File: config.mk
export PLATFORM = sky130hd
export DESIGN_NAME = store_buffer
export DESIGN_NICKNAME = d
export VERILOG_FILES = /design/src/rtl/store_buffer_pkg.sv /design/src/rtl/sb_forward_select.sv /design/src/rtl/store_buffer.sv
export SDC_FILE = /design/constraint.sdc
export NUM_CORES = 2
export LEC_CHECK = 0
export CORE_MARGIN = 2
export CORE_UTILIZATION = 45
export DETAILED_ROUTE_END_ITERATION = 10
export PLACE_DENSITY = 0.66
export SLEW_MARGIN = 0
export SYNTH_ARGS = -nofsm -noshare
export SYNTH_HDL_FRONTEND = slang
export SYNTH_SLANG_ARGS = --single-unit
File: constraint.sdc
create_clock -name clk -period 26.8 [get_ports clk]
set_clock_uncertainty 0.05 [all_clocks]
set_input_delay 2.68 -clock clk [delete_from_list [all_inputs] [get_ports clk]]
set_output_delay 2.68 -clock clk [all_outputs]
set_load 0.02 [all_outputs]
File: src/rtl/store_buffer_pkg.sv
// Shared types and default sizing for the store buffer and its forwarding search.
// Ports: none (package).
// Holds the per-entry store record, the per-entry lifecycle state and the default widths.
package store_buffer_pkg;

    localparam int SB_FIFO_DEPTH = 8;
    localparam int SB_ADDR_WIDTH = 32;
    localparam int SB_DATA_WIDTH = 32;
    localparam int SB_AGE_WIDTH  = 32;

    // One buffered store. valid is set once address and data are known.
    typedef struct packed {
        logic                     valid;
        logic [SB_AGE_WIDTH-1:0]  age;
        logic [SB_ADDR_WIDTH-1:0] addr;
        logic [SB_DATA_WIDTH-1:0] data;
    } STORE_entry_t;

    typedef enum logic [1:0] {
        SB_FREE,
        SB_ALLOC,
        SB_READY,
        SB_COMMITTED
    } sb_state_t;

endpackage

File: src/rtl/sb_forward_select.sv
// Combinational search for the youngest store older than a load that matches its address.
// Ports: load request in; per-entry state/age/addr arrays in; hit, stall and winning index out.
// Any older store whose address is still unknown forces a stall and suppresses the hit.
module sb_forward_select
    import store_buffer_pkg::*;
#(
    parameter int DEPTH      = SB_FIFO_DEPTH,
    parameter int ADDR_WIDTH = SB_ADDR_WIDTH,
    localparam int IDX_W     = $clog2(DEPTH)
) (
    input  logic                  ld_valid_i,
    input  logic [ADDR_WIDTH-1:0] ld_addr_i,
    input  logic [31:0]           ld_age_i,
    input  sb_state_t             state_i [DEPTH],
    input  logic [31:0]           age_i   [DEPTH],
    input  logic [ADDR_WIDTH-1:0] addr_i  [DEPTH],
    output logic                  hit_o,
    output logic                  stall_o,
    output logic [IDX_W-1:0]      idx_o
);

    logic        stall_any;
    logic        found;
    logic [31:0] best_age;

    always_comb begin
        stall_any = 1'b0;
        found     = 1'b0;
        best_age  = '0;
        idx_o     = '0;
        for (int i = 0; i < DEPTH; i++) begin
            if (state_i[i] != SB_FREE && age_i[i] < ld_age_i) begin
                if (state_i[i] == SB_ALLOC) begin
                    stall_any = 1'b1;
                end else if (addr_i[i] == ld_addr_i && (!found || age_i[i] > best_age)) begin
                    found    = 1'b1;
                    best_age = age_i[i];
                    idx_o    = IDX_W'(i);
                end
            end
        end
        hit_o   = ld_valid_i && found && !stall_any;
        stall_o = ld_valid_i && stall_any;
    end

endmodule

File: src/rtl/store_buffer.sv
// In-order store buffer: allocate at dispatch, fill at execute, commit at retire, drain to memory.
// Ports: alloc/exe/commit/flush control in; mem drain req/ack; load forwarding lookup; empty flag.
// Pointers carry a wrap bit so full (same index, different wrap) and empty (equal) are distinct.
module store_buffer
    import store_buffer_pkg::*;
#(
    parameter int FIFO_DEPTH = SB_FIFO_DEPTH,
    parameter int ADDR_WIDTH = SB_ADDR_WIDTH,
    parameter int DATA_WIDTH = SB_DATA_WIDTH,
    localparam int IDX_W     = $clog2(FIFO_DEPTH)
) (
    input  logic                  clk,
    input  logic                  rst_n,
    input  logic                  alloc_valid,
    input  logic [31:0]           alloc_age,
    output logic                  alloc_ready,
    output logic [IDX_W-1:0]      alloc_id,
    input  logic                  exe_valid,
    input  logic [IDX_W-1:0]      exe_id,
    input  logic [ADDR_WIDTH-1:0] exe_addr,
    input  logic [DATA_WIDTH-1:0] exe_data,
    input  logic                  commit_valid,
    input  logic                  flush,
    output logic                  mem_req,
    output logic [ADDR_WIDTH-1:0] mem_addr,
    output logic [DATA_WIDTH-1:0] mem_data,
    input  logic                  mem_ack,
    input  logic                  ld_valid,
    input  logic [ADDR_WIDTH-1:0] ld_addr,
    input  logic [31:0]           ld_age,
    output logic                  fwd_hit,
    output logic [DATA_WIDTH-1:0] fwd_data,
    output logic                  fwd_stall,
    output logic                  empty
);

    localparam logic [IDX_W:0] PTR_ONE = (IDX_W + 1)'(1);

    logic [IDX_W:0]  head_q, head_d, cmt_q, cmt_d, tail_q, tail_d;
    sb_state_t       state_q [FIFO_DEPTH];
    sb_state_t       state_d [FIFO_DEPTH];
    STORE_entry_t    ent_q   [FIFO_DEPTH];
    STORE_entry_t    ent_d   [FIFO_DEPTH];

    logic [IDX_W-1:0] head_idx, cmt_idx, tail_idx, fwd_idx;
    logic             full, do_commit;
    logic [31:0]           ent_age  [FIFO_DEPTH];
    logic [ADDR_WIDTH-1:0] ent_addr [FIFO_DEPTH];

    assign head_idx = head_q[IDX_W-1:0];
    assign cmt_idx  = cmt_q[IDX_W-1:0];
    assign tail_idx = tail_q[IDX_W-1:0];

    assign full        = (head_q[IDX_W] != tail_q[IDX_W]) && (head_idx == tail_idx);
    assign empty       = (head_q == tail_q);
    assign alloc_ready = !full;
    assign alloc_id    = tail_idx;

    // Drain straight from registers; address/data stay put until the head advances.
    assign mem_req  = (state_q[head_idx] == SB_COMMITTED);
    assign mem_addr = mem_req ? ent_q[head_idx].addr : '0;
    assign mem_data = mem_req ? ent_q[head_idx].data : '0;

    always_comb begin
        for (int i = 0; i < FIFO_DEPTH; i++) begin
            ent_age[i]  = ent_q[i].age;
            ent_addr[i] = ent_q[i].addr;
        end
    end

    sb_forward_select #(
        .DEPTH      (FIFO_DEPTH),
        .ADDR_WIDTH (ADDR_WIDTH)
    ) u_fwd (
        .ld_valid_i (ld_valid),
        .ld_addr_i  (ld_addr),
        .ld_age_i   (ld_age),
        .state_i    (state_q),
        .age_i      (ent_age),
        .addr_i     (ent_addr),
        .hit_o      (fwd_hit),
        .stall_o    (fwd_stall),
        .idx_o      (fwd_idx)
    );

    assign fwd_data = fwd_hit ? ent_q[fwd_idx].data : '0;

    always_comb begin
        head_d    = head_q;
        cmt_d     = cmt_q;
        tail_d    = tail_q;
        state_d   = state_q;
        ent_d     = ent_q;
        do_commit = commit_valid && (state_q[cmt_idx] == SB_READY);

        if (do_commit) begin
            state_d[cmt_idx] = SB_COMMITTED;
            cmt_d            = cmt_q + PTR_ONE;
        end

        if (mem_req && mem_ack) begin
            state_d[head_idx]     = SB_FREE;
            ent_d[head_idx].valid = 1'b0;
            head_d                = head_q + PTR_ONE;
        end

        if (flush) begin
            // The same-cycle commit has already moved its entry out of READY,
            // so only the speculative (uncommitted) entries are dropped here.
            for (int i = 0; i < FIFO_DEPTH; i++) begin
                if (state_d[i] == SB_ALLOC || state_d[i] == SB_READY) begin
                    state_d[i]     = SB_FREE;
                    ent_d[i].valid = 1'b0;
                end
            end
            tail_d = cmt_d;
        end else begin
            if (exe_valid && (state_q[exe_id] == SB_ALLOC || state_q[exe_id] == SB_READY)) begin
                ent_d[exe_id].addr  = exe_addr;
                ent_d[exe_id].data  = exe_data;
                ent_d[exe_id].valid = 1'b1;
                state_d[exe_id]     = SB_READY;
            end
            if (alloc_valid && alloc_ready) begin
                state_d[tail_idx] = SB_ALLOC;
                ent_d[tail_idx]   = '{valid: 1'b0, age: alloc_age, addr: '0, data: '0};
                tail_d            = tail_q + PTR_ONE;
            end
        end
    end

    always_ff @(posedge clk or negedge rst_n) begin
        if (!rst_n) begin
            head_q <= '0;
            cmt_q  <= '0;
            tail_q <= '0;
            for (int i = 0; i < FIFO_DEPTH; i++) begin
                state_q[i] <= SB_FREE;
                ent_q[i]   <= '0;
            end
        end else begin
            head_q  <= head_d;
            cmt_q   <= cmt_d;
            tail_q  <= tail_d;
            state_q <= state_d;
            ent_q   <= ent_d;
        end
    end

endmodule

==> results.json <==
{
  "status": "complete, no violations",
  "ys_seq_area_share_pct": 38.5,
  "leakage_nw": 27.0,
  "reg2reg_slack_ns": 20.99,
  "hold_class": "reg -> reg",
  "ir_drop_v": 0.0000530,
  "cp-startpoint": "ld_addr[10]",
  "nNetsFinal": 5542,
  "grt_pass1_wl_um": 279000,
  "drv_slew": 0,
  "area_growth_pct": 15.3,
  "r2r-end": "ent_addr[241]",
  "synthArstFlopShare_pct": 100,
  "drt_iter0_drc": 4611,
  "busiest_layer": "met2",
  "drive_above_1_share_pct": 15.0,
  "dp_cells": 6304,
  "place_area_sq_um": 56300,
  "power.density_nw_per_um2": 84.1,
  "dieArea_sq_um": 118000,
  "finalCritPeriodShare_pct": 96.7,
  "grtUsageMet3_pct": 6.85,
  "crit_slowest_cell": "or4b_2",
  "min_path_cells": 1,
  "synth_area_sq_um": 51700,
  "placementRows": 124,
  "clock-root-buffer": "clkbuf_16",
  "setup_violations": 0,
  "total_power_w": 0.00502,
  "grt-ovfl-total": 0,
  "clk-insertion-delay-late_ns": 0.70,
  "cts_buffer_depth": 3,
  "worst-endpoint-required_ns": 24.07,
  "synth_edf_count": 0,
  "synth.distinct_cells": 81,
  "fp.dieW_um": 343,
  "antenna_found_initial": 13,
  "criticalPathCategory": "in -> out",
  "numCtsBuffers": 93,
  "port_buffers": 274,
  "max_stage_delay_ns": 0.74,
  "postSynthAreaPerCell_sq_um": 10.9,
  "post-synth-top-count-cell": "dfrtp_1",
  "n_fill_cell": 10105,
  "wire_per_inst_um": 28.8,
  "ys_warn_count": 0,
  "layout_min_cycle_time_ns": 25.92,
  "fmax_mhz": 38.6,
  "synthFlopType": "dfrtp_1",
  "relSlewSlack_pct": 15.5,
  "start_util_pct": 45.3,
  "clk_pin_slew_ns": 0.06,
  "num_vias": 42728,
  "yosysTopAreaCell": "dfrtp_1",
  "h-tree-depth": 3,
  "netlist_instances": 4748,
  "global_route.usage.met1_pct": 42.8,
  "ant_nets": 0,
  "setup-tns-final_ns": 0,
  "register_area_sq_um": 19900,
  "rr_worst_depth": 11,
  "worstPathMaxFanout": 40,
  "start_kind": "input pin",
  "final_cells": 6483,
  "stdcell_area_sq_um": 59600,
  "grt_use_total_pct": 31.4,
  "grt_pass1_vias": 42299,
  "dieHeight_um": 343,
  "wl_um": 187000,
  "cp_data_arrival_time_ns": 23.19,
  "hold_violations": 0,
  "ys_top_cells_by_count": "dfrtp_1 (796), a22o_1 (505), ha_1 (475)",
  "drtPass1Iterations": 6,
  "ys_ff_latch": 796,
  "synth_top_area_share_pct": 38.5,
  "routed_via_density": 6.59,
  "tritoncts": "yes",
  "tightest_slew_ns": 1.25,
  "synth.area.top_cells": "dfrtp_1 (39%), ha_1 (11%), a22o_1 (8.6%), mux4_2 (5.8%), mux2_2 (5.6%)",
  "dpl.hpwl_um": 127000,
  "maxCapViolCount": 0,
  "multi_input_area_sq_um": 30200,
  "worstSetupEndpoint": "fwd_data[2]",
  "grt_max_degree": 188,
  "ios": 275,
  "gp_congestion": 0.943,
  "met2_usage_pct": 48.3,
  "syn_nets": 5394,
  "route.detailed.drc": 0,
  "worstSetupEndpointType": "primary output",
  "clock-sinks": 796,
  "holdWs_ns": 0.410,
  "timing.rr.start": "head_q[2]",
  "core-area_sq_um": 114000
}
## power breakdown
part	total [W]	leakage, nW	internal, W	switching (W)
Clock	0.00132	1.54	0.000763	0.000556
Combinational	0.00175	14.8	0.000847	0.000901
Sequential	0.00195	10.7	0.00152	0.000426
## timing repair
action / in CTS / in global routing
buffers inserted: 0 / 9
gates resized for setup: 0 / 22
setup endpoints to repair: 0 / 32
hold endpoints to repair: 0 / 0
hold buffers: 0 / 0
## per-stage QoR
step                      util (%)  worst slack, ns
final                         52.2            0.883
after global routing          52.2          -0.0867
after CTS                     52.1            0.327
after detailed placement      49.3            0.438
after global placement        49.3            0.638
after floorplan                  -             4.19
## flip-flops by register name, summed over array words and instances, names as in the netlist
| name | count |
|---|---|
| ent_addr | 256 |
| ent_age | 256 |
| ent_q | 256 |
| state_q | 16 |
| cmt_q | 4 |
| head_q | 4 |
| tail_q | 4 |
## kinds of logic (layout without fill, tap and decap cells)
kind of cell / after synthesis / count (layout) / synth area share [%]
AOI/OAI and AO/OA: 1286 / 1286 / 18.2
buffers and inverters: 456 / 676 / 3.58
adders and majority gates: 475 / 475 / 11.5
muxes: 625 / 625 / 16.0
other: 0 / 3 / 0
and+or+nand+nor: 842 / 842 / 7.70
DFF: 796 / 796 / 38.5
xor gates and xnor gates: 268 / 268 / 4.54
## cell usage in the layout, fill, tap and decap left out, types with 15 or more instances in the layout
| master | netlist | final |
|---|---|---|
| a211oi_1 | 53 | 51 |
| a21o_1 | 123 | 122 |
| a21oi_1 | 257 | 255 |
| a22o_1 | 505 | 505 |
| a22oi_1 | 37 | 37 |
| buf_12 | 0 | 20 |
| buf_4 | 8 | 118 |
| clkbuf_1 | 203 | 23 |
| clkbuf_16 | 0 | 93 |
| clkbuf_8 | 0 | 22 |
| clkdlybuf4s50_1 | 0 | 271 |
| dfrtp_1 | 796 | 793 |
| ha_1 | 475 | 475 |
| inv_1 | 95 | 91 |
| mux2_2 | 256 | 256 |
| mux2i_1 | 235 | 235 |
| mux4_2 | 134 | 134 |
| nand2_1 | 276 | 269 |
| nand3_1 | 59 | 56 |
| nand4_1 | 114 | 114 |
| nor2_1 | 222 | 216 |
| nor2b_1 | 21 | 21 |
| nor3_1 | 37 | 33 |
| nor4_1 | 42 | 37 |
| o211ai_1 | 16 | 16 |
| o21a_1 | 15 | 15 |
| o21ai_0 | 100 | 100 |
| o22ai_1 | 67 | 67 |
| xnor2_1 | 162 | 159 |
| xor2_1 | 106 | 106 |
## final cells by class
type	instances	share of cell area, %
diodes	3	0.0126
clock buffers	138	4.56
clock inverters	29	0.695
inverters	96	0.630
multi-input cells	3496	50.7
flip-flops and latches	796	33.4
well taps	1512	3.17
repair buffers	413	6.78
## per-layer routing
layer  vias up  share of wire [%]
li1      18352                  -
met1     21536                 41
met2      2312                 45
met3       508                9.6
met4        20                4.7
met5         -              0.074
## worst max-delay path: cells and delay by family
family	cells	cell delay, ns
simple gates	24	5.01
xor+xnor	1	0.52
fa+ha+maj	7	2.03
compound gates	43	8.31
buf+inv	17	4.24
mux	1	0.35
## worst min path at each step
stage               endpoint  startpoint
floorplan           cmt_q[3]    cmt_q[3]
CTS                 cmt_q[3]    cmt_q[3]
global route        cmt_q[3]    cmt_q[3]
global placement    cmt_q[3]    cmt_q[3]
finish              cmt_q[3]    cmt_q[3]
detailed placement  cmt_q[3]    cmt_q[3]
Power figures use the tool's default switching activity.
